File: src/rtl/lif_neuron.sv
// Leaky integrate-and-fire neuron: saturating membrane, periodic leak, polarity-selected spike, refractory hold.
// Optional spike counter (cnt_clr / spike_count) is enabled by defining LIF_SPIKE_COUNT_EN.
module lif_neuron #(
    parameter int N_IN        = 4,
    parameter int CNT_W       = 8,
    parameter int REFRAC      = 2,
    parameter int LEAK_PERIOD = 4
) (
    input  logic             clk,
    input  logic             rst_n,
    input  logic             en,
    input  logic [N_IN-1:0]  pos_in,
    input  logic [N_IN-1:0]  neg_in,
    input  logic [CNT_W-1:0] threshold,
    input  logic             weight,
`ifdef LIF_SPIKE_COUNT_EN
    input  logic             cnt_clr,
    output logic [15:0]      spike_count,
`endif
    output logic             pos_out,
    output logic             neg_out,
    output logic [CNT_W-1:0] membrane,
    output logic             refrac
);

    // state      | meaning
    // INTEG      | integrating inputs and leak, may fire
    // REFRACTORY | inputs ignored, membrane held at 0 for REFRAC cycles

    localparam int SW   = CNT_W + 2;
    localparam int LK_W = (LEAK_PERIOD > 1) ? $clog2(LEAK_PERIOD) : 1;
    localparam int RC_W = (REFRAC > 1) ? $clog2(REFRAC) : 1;
    localparam logic [LK_W-1:0] LEAK_LAST = (LEAK_PERIOD > 0) ? LK_W'(LEAK_PERIOD - 1) : '0;
    localparam logic [RC_W-1:0] RC_LOAD   = (REFRAC > 0) ? RC_W'(REFRAC - 1) : '0;
    localparam logic signed [SW-1:0] MAX_S = {2'b00, {CNT_W{1'b1}}};

    typedef enum logic {INTEG, REFRACTORY} state_t;

    state_t            state_q, state_d;
    logic [CNT_W-1:0]  mem_d;
    logic [LK_W-1:0]   leak_q, leak_d;
    logic [RC_W-1:0]   rc_q, rc_d;
    logic              pos_d, neg_d;
    logic              leak;
    logic              fire;
    logic signed [SW-1:0] sum;
    logic [CNT_W-1:0]  next_mem;

    function automatic logic signed [SW-1:0] popcount(input logic [N_IN-1:0] v);
        logic signed [SW-1:0] c;
        c = '0;
        for (int i = 0; i < N_IN; i++) begin
            c = c + {{(SW-1){1'b0}}, v[i]};
        end
        return c;
    endfunction

    always_ff @(posedge clk or negedge rst_n) begin
        if (!rst_n) begin
            state_q  <= INTEG;
            membrane <= '0;
            leak_q   <= '0;
            rc_q     <= '0;
            pos_out  <= 1'b0;
            neg_out  <= 1'b0;
        end else begin
            state_q  <= state_d;
            membrane <= mem_d;
            leak_q   <= leak_d;
            rc_q     <= rc_d;
            pos_out  <= pos_d;
            neg_out  <= neg_d;
        end
    end

    always_comb begin
        state_d  = state_q;
        mem_d    = membrane;
        leak_d   = leak_q;
        rc_d     = rc_q;
        pos_d    = 1'b0;
        neg_d    = 1'b0;
        next_mem = '0;
        leak     = (LEAK_PERIOD > 0) && (leak_q == LEAK_LAST);

        // Extra two bits let the raw sum swing below 0 and above the max before clamping.
        sum = $signed({2'b00, membrane}) + popcount(pos_in) - popcount(neg_in)
              - $signed({{(SW-1){1'b0}}, leak});
        if (sum < 0)
            next_mem = '0;
        else if (sum > MAX_S)
            next_mem = '1;
        else
            next_mem = sum[CNT_W-1:0];

        fire = (threshold != '0) && (next_mem >= threshold);

        if (en) begin
            case (state_q)
                INTEG: begin
                    if (fire) begin
                        mem_d  = '0;
                        leak_d = '0;
                        if (weight) pos_d = 1'b1;
                        else        neg_d = 1'b1;
                        if (REFRAC > 0) begin
                            state_d = REFRACTORY;
                            rc_d    = RC_LOAD;
                        end
                    end else begin
                        mem_d = next_mem;
                        if (LEAK_PERIOD > 0)
                            leak_d = leak ? '0 : leak_q + LK_W'(1);
                    end
                end
                REFRACTORY: begin
                    if (rc_q == '0) state_d = INTEG;
                    else            rc_d    = rc_q - RC_W'(1);
                end
                default: state_d = INTEG;
            endcase
        end
    end

    assign refrac = (state_q == REFRACTORY);

`ifdef LIF_SPIKE_COUNT_EN
    logic fire_evt;
    assign fire_evt = en && (state_q == INTEG) && fire;

    always_ff @(posedge clk or negedge rst_n) begin
        if (!rst_n)
            spike_count <= '0;
        else if (cnt_clr)
            spike_count <= '0;
        else if (fire_evt && (spike_count != 16'hFFFF))
            spike_count <= spike_count + 16'd1;
    end
`endif

endmodule

File: config.mk
export PLATFORM = sky130hd
export DESIGN_NAME = lif_neuron
export DESIGN_NICKNAME = d
export VERILOG_FILES = /design/src/rtl/lif_neuron.sv
export SDC_FILE = /design/constraint.sdc
export NUM_CORES = 1
export LEC_CHECK = 0
export ABC_AREA = 0
export BUFFER_PORTS_ARGS = -buffer_cell sky130_fd_sc_hd__buf_4
export CAP_MARGIN = 20
export CORE_MARGIN = 4
export CORE_UTILIZATION = 43
export CTS_CLUSTER_SIZE = 10
export DETAILED_ROUTE_END_ITERATION = 12
export GPL_TIMING_DRIVEN = 0
export PLACE_DENSITY = 0.64
export SYNTH_ARGS = -nofsm -noshare
export SYNTH_HDL_FRONTEND = slang
export SYNTH_SLANG_ARGS = --single-unit
File: constraint.sdc
create_clock -name clk -period 12.2 [get_ports clk]
set_clock_uncertainty 0.1 [all_clocks]
set_input_delay 0.61 -clock clk [delete_from_list [all_inputs] [get_ports clk]]
set_output_delay 0.61 -clock clk [all_outputs]
set_load 0.005 [all_outputs]
==> impl_metrics.py, run 1 <==
metrics = {
    "detailed_routing": {
        "drt_iter0_markers": 30,
        "drt_first_pass_iters": 4,
        "viasPerCell": 5.01,
        "post_drt_wl_per_cell_um": 12.3,
        "routed_wl_um": 3040,
        "wl_met3_um": 132,
        "drc": 0,
        "via_count": 1237,
        "wl_met2_um": 1520,
        "top_layer": "met3",
        "met1_length_um": 1390,
        "ant_nets": 0,
    },
    "synthesis": {
        "avgSynthCellArea_um2": 9.05,
        "yosysTopAreaCell": "dfrtp_1",
        "synthFlopType": "dfrtp_1",
        "synthSimpleGateAreaFrac_pct": 20.2,
        "synth_mux_area_share_pct": 1.49,
        "syn_area_um2": 1510,
        "synth_cells": 167,
        "synth-edff-count": 0,
        "synth-xor-area-share_pct": 1.16,
        "synthTopCellsByCount": "inv_1 (29), ha_1 (21), dfrtp_1 (14)",
        "synth_fp_nets": 215,
        "ys_types": 43,
        "synth_compound_area_share_pct": 17.9,
        "yosysSeqAreaShare_pct": 23.2,
        "synth_fa_ha_area_share_pct": 26.7,
        "synth-seq-cells": 14,
        "synth_top_area_share_pct": 23.2,
        "async_flop_share_pct": 100,
        "yosysWarnings": 0,
        "yosysMostFrequentCell": "inv_1",
        "synth_top_family_by_area": "adder cells",
        "synth.area.top_cells": "dfrtp_1 (23%), ha_1 (17%), fa_1 (9.3%)",
    },
    "hold_path": {
        "hold_path.class": "in -> async",
    },
    "timing": {
        "worst_pin_slew_ns": 0.515,
        "period_needed_ns": 5.66,
        "finalSetupViolations": 0,
        "rsz0062_at_grt": "false",
        "fin_setup_tns_ns": 0,
        "final_max_slew_viol_count": 0,
        "max_freq_ghz": 0.177,
        "relSlewSlack_pct": 65.7,
        "period_share_pct": 46.4,
        "hold_ws_ns": 0.0524,
        "hold_viol": 0,
    },
    "run_status": {
        "status": "complete, no violations",
    },
    "setup_path": {
        "crit_slowest_cell": "fa_1",
        "crit_family": "adder cells",
        "reg2reg_slack_ns": 6.54,
        "path_class": "reg -> reg",
        "critPathLaunchType": "flop",
        "critical_path.max_stage_delay_ns": 0.49,
        "cp_common_cell": "fa_1",
        "end_kind": "flop",
        "cp_max_fo": 9,
        "worst_ep_arrival_time_ns": 5.75,
        "worst_ep_required_time_ns": 12.29,
        "critical_path.n_buffers_inverters": 2,
        "cp_cell_sequence": "ha_1 -> fa_1 -> fa_1 -> inv_1 -> fa_1 -> fa_1 -> ha_1 -> inv_1 -> fa_1 -> nor2b_1 -> o21a_1 -> or3_2 -> a211oi_1 -> nor2_1 -> ha_1 -> a21oi_1 -> o21ai_0 -> a21oi_1 -> o21ai_2 -> o32ai_1",
    },
    "grt": {
        "grt_pass1_wl_um": 5230,
        "track_usage_pct": 15.1,
        "antenna_found_initial": 0,
        "globalRoute.totalOverflow": 0,
        "grt_pass1_vias": 1258,
        "grt_max_degree": 15,
    },
    "pwr": {
        "irDropWorstVdd_mv": 0.136,
        "p_per_area_nw_per_um2": 320,
        "p_leak_nw": 0.915,
    },
    "clocking": {
        "clkLatencyLatePin_ns": 0.29,
        "clockBufferDepth": 2,
        "cts_root_buf": "clkbuf_4",
        "clock-sinks": 14,
        "htreeDepth": 1,
        "post_cts_buffers": 0,
        "cts_hold_buf": 0,
        "cts_tree": "built",
        "cts_resized": 0,
        "clk_pin_slew_ns": 0.09,
        "numCtsBuffers": 3,
    },
    "layout": {
        "fin_cells": 247,
        "final_nets": 250,
        "synthToLayoutAreaGrowth_pct": 21.1,
        "drive_gt1_share_pct": 23.4,
        "fin_area_um2": 1830,
        "diodes": 0,
        "final.fill_count": 338,
    },
    "placement": {
        "dp_hpwl_um": 2600,
        "place_congestion": 0.781,
        "placedCellCount": 243,
        "portBuffers": 30,
        "placed_cell_area_um2": 1790,
    },
    "floorplanning": {
        "core-area_um2": 3360,
        "start_util_pct": 44.9,
        "die_y_um": 67.3,
        "rows": 21,
        "die_area_um2": 4530,
        "die_w_um": 67.3,
        "ios": 31,
    },
    "job": {
        "maxCapViolations": 0,
    },
}
-- metal layers --
metal  GRT usage [%]  up-vias
met5               0        -
met3            3.66        0
li1                -      645
met1            19.8      565
met2            25.8       27
met4            1.77        0
-- path summary, 6_finish.rpt --
kind,cells after the start,endpoint,startpoint
worst max-delay path,20,membrane[3],leak_q[0]
worst min-delay path,1,membrane[3],rst_n
worst max register to register,20,membrane[3],leak_q[0]
worst min register to register,2,leak_q[1],leak_q[1]
max in group asynchronous,1,leak_q[0],rst_n
min in group clk,2,neg_out,weight
-- state kept, by name (all words and copies together), names as in the netlist --
name / count
leak_q: 2
membrane: 8
neg_out: 1
pos_out: 1
rc_q: 1
refrac: 1
-- cell usage in the layout, fill, tap and decap left out, types with 2 or more instances in the layout --
master    count
a211oi_1      2
nor2_1       12
nor4_1        2
xnor2_1       2
o21ai_0       6
nor3_1        7
o21a_1        2
inv_1        29
buf_6         2
a21oi_1       6
ha_1         21
buf_4        31
nand2_1      12
o31ai_1       2
nand2b_1      2
o32ai_1       6
nand3_1       2
nor2b_1       4
clkbuf_4      3
o211a_1       2
dfrtp_1      14
fa_1          7
nor3b_1       2
o21ai_2       2
-- area by class of cell --
cell class                      instances  area, um2  share of cell area [%]
Buffer                                  4       33.8                    1.85
Clock buffer                            4       36.3                    1.98
Inverter                               29        109                    5.95
Multi-Input combinational cell        120       1020                    55.6
Sequential cell                        14        350                    19.1
Tap cell                               46       57.6                    3.14
Timing Repair Buffer                   30        225                    12.3
-- kinds of logic (layout without fill, tap and decap cells) --
logic type | count (synthesis) | after routing
XOR/XNOR | 2 | 2
adder cells (fa/ha/maj) | 28 | 28
AO/OA/AOI/OAI | 35 | 35
AND/OR/NAND/NOR | 54 | 54
buffers and inverters | 33 | 67
multiplexers | 1 | 1
flip-flops | 14 | 14
-- per-stage QoR --
stage | total power [mW] | util [%] | setup WS (ns)
after detailed placement | 0.559 | 53.3 | 6.39
after global placement | 0.544 | 53.3 | 6.46
final | 0.586 | 54.4 | 6.54
after floorplan | 0.450 | - | 6.98
after global routing | 0.663 | 54.4 | 6.05
after CTS | 0.595 | 54.4 | 6.50
-- where the power goes --
| group | internal [mW] | leakage [nW] | switching (mW) |
|---|---|---|---|
| Clock | 0.0182 | 0.0210 | 0.0160 |
| Combinational | 0.213 | 0.712 | 0.259 |
| Sequential | 0.0653 | 0.181 | 0.0140 |
| Total | 0.297 | 0.915 | 0.289 |
(Power assumes the default switching activity.)
==> run 2, diff against run 1 <==
- ABC_AREA: 0 -> 1
- clock period: 12.2 -> 5.8 ns (I/O delays scaled with it)
==> impl_metrics.py, run 2 <==
metrics = {
    "grt": {
        "grt_pass1_wl_um": 5490,
        "track_usage_pct": 15.7,
        "grt_pass1_vias": 1316,
        "globalRoute.totalOverflow": 0,
        "grt_max_degree": 15,
        "antenna_found_initial": 0,
    },
    "pwr": {
        "pwr-share-clk_pct": 7.6,
        "net-switching-power_mw": 0.647,
        "p_int_mw": 0.605,
        "comb_power_share_pct": 78.7,
        "p_leak_nw": 1.13,
        "p_per_area_nw_per_um2": 652,
        "irDropWorstVdd_mv": 0.271,
        "swShare_pct": 51.7,
        "p_seq_share_pct": 13.8,
        "p_total_mw": 1.25,
    },
    "timing": {
        "hold_ws_ns": 0.0984,
        "max_freq_ghz": 0.205,
        "relSlewSlack_pct": 79.1,
        "hold_viol": 0,
        "rsz0062_at_grt": "false",
        "period_share_pct": 84.2,
        "worst_pin_slew_ns": 0.314,
        "final_max_slew_viol_count": 0,
        "fin_setup_tns_ns": 0,
        "finalSetupViolations": 0,
        "period_needed_ns": 4.88,
    },
    "detailed_routing": {
        "drc": 0,
        "via_count": 1329,
        "viasPerCell": 4.58,
        "ant_nets": 0,
        "drt_first_pass_iters": 4,
        "drt_iter0_markers": 16,
        "routed_wl_um": 3090,
        "post_drt_wl_per_cell_um": 10.7,
    },
    "synthesis": {
        "synthFlopType": "dfrtp_1",
        "synth_cells": 209,
        "synth-seq-cells": 14,
        "synth-edff-count": 0,
        "synth.area.top_cells": "dfrtp_1 (22%), ha_1 (17%), nand2_1 (13%)",
        "yosysWarnings": 0,
        "yosysTopAreaCell": "dfrtp_1",
        "ys_types": 29,
        "avgSynthCellArea_um2": 7.52,
        "yosysMostFrequentCell": "nand2_1",
        "synth_top_area_share_pct": 22.3,
        "yosysSeqAreaShare_pct": 22.3,
        "async_flop_share_pct": 100,
        "synthTopCellsByCount": "nand2_1 (54), inv_1 (46), ha_1 (21)",
        "synth_fp_nets": 257,
        "syn_area_um2": 1570,
    },
    "clocking": {
        "cts_root_buf": "clkbuf_8",
        "cts_tree": "built",
        "clock-sinks": 14,
        "clkLatencyLatePin_ns": 0.25,
        "cts_resized": 0,
        "htreeDepth": 1,
        "numCtsBuffers": 3,
        "clockBufferDepth": 2,
        "clk_pin_slew_ns": 0.06,
    },
    "layout": {
        "layout_common_cells": "nand2_1 (54), inv_1 (46), buf_4 (30)",
        "final.fill_count": 345,
        "fin_util_pct": 55.8,
        "final_nets": 293,
        "ff_latch_area_um2": 350,
        "multi_input_area_um2": 1010,
        "diodes": 0,
        "drive_gt1_share_pct": 25.0,
        "largest-register": "membrane",
        "layout_commonest_cell": "nand2_1",
        "largest_register_ffs": 8,
        "fin_area_um2": 1920,
        "synthToLayoutAreaGrowth_pct": 22.1,
        "reg.largest.list": "membrane (8), leak_q (2)",
    },
    "setup_path": {
        "critPathLaunchType": "flop",
        "crit_family": "adder cells",
        "crit_slowest_cell": "fa_1",
        "cp_max_fo": 9,
        "crit_start": "leak_q[0]",
        "worst_ep_arrival_time_ns": 4.95,
        "path_class": "reg -> reg",
        "end_kind": "flop",
        "worst_ep_required_time_ns": 5.87,
        "critical_path.n_buffers_inverters": 4,
        "critical_path.max_stage_delay_ns": 0.50,
        "cp_common_cell": "nand2_1",
        "timing.rr.start": "leak_q[0]",
    },
    "floorplanning": {
        "core-area_um2": 3440,
        "die_w_um": 68.5,
        "die_y_um": 68.5,
        "rows": 21,
        "start_util_pct": 45.7,
        "ios": 31,
        "die_area_um2": 4690,
    },
    "placement": {
        "place_congestion": 0.765,
        "portBuffers": 30,
        "placed_cell_area_um2": 1850,
        "dp_hpwl_um": 2680,
    },
    "hold_path": {
        "hold_path.class": "in -> reg",
        "worstHoldStart": "weight",
    },
    "job": {
        "maxCapViolations": 0,
    },
    "run_status": {
        "status": "complete, no violations",
    },
}
## run 2: cells by family (layout without fill, tap and decap cells)
kind of cell | after synthesis | in the layout | share of synthesized area (%)
simple gates | 97 | 97 | 30.3
buf+inv | 52 | 87 | 13.3
fa+ha+maj | 28 | 28 | 25.6
compound gates | 16 | 16 | 7.40
flops | 14 | 14 | 22.3
xor+xnor | 2 | 2 | 1.11
## run 2: repair_timing
| action | CTS | global route |
|---|---|---|
| setup buffers | 0 | 0 |
| hold buffers | 1 | 0 |
| endpoints found under the hold margin | 14 | 0 |
## run 2: worst paths after layout
check | to | slack (ns) | cells past startpoint
worst min-delay path | neg_out | 0.1 | 2
worst max register to register | membrane[5] | 0.92 | 26
worst min register to register | leak_q[1] | 0.39 | 2
worst max-delay path | membrane[5] | 0.92 | 26
min in group asynchronous | refrac | 0.34 | 2
max in group asynchronous | membrane[3] | 5.10 | 2
## run 2: through the flow
stage / setup WS, ns / instances
floorplan: 1.30 / 209
global placement: 0.918 / 285
detailed placement: 0.902 / 285
CTS: 0.880 / 290
global route: 0.535 / 290
finish: 0.919 / 290
## run 2: worst register-to-register path: cells and delay by family, from the launching register on
family                     cells  cell delay, ns
adders and majority gates      8            2.69
and+or+nand+nor               13            1.20
DFF                            1            0.38
buffers and inverters          4            0.24
AOI/OAI and AO/OA              1            0.18
## run 2: routing by layer
metal  share of wire, %  global-route usage [%]
met5                  0                       0
met4                1.4                    5.96
met1                 49                    20.0
met3                3.8                    2.63
met2                 46                    26.2
## run 2: layout make-up
type                            count  share of cell area (%)
Tap cell                           46                    3.00
Multi-Input combinational cell    143                    52.7
Sequential cell                    14                    18.3
Clock buffer                        4                    2.87
Timing Repair Buffer               31                    12.3
Inverter                           52                    10.9
## run 2: power groups by stage
stage | combinational (mW) | sequential (mW) | clock [mW]
5_1_grt | 1.16 | 0.179 | 0.101
2_1_floorplan | 0.775 | 0.169 | 0
3_5_place_dp | 0.994 | 0.174 | 0
4_1_cts | 1.00 | 0.173 | 0.0987
6_report | 0.985 | 0.172 | 0.0946
3_3_place_gp | 0.984 | 0.173 | 0
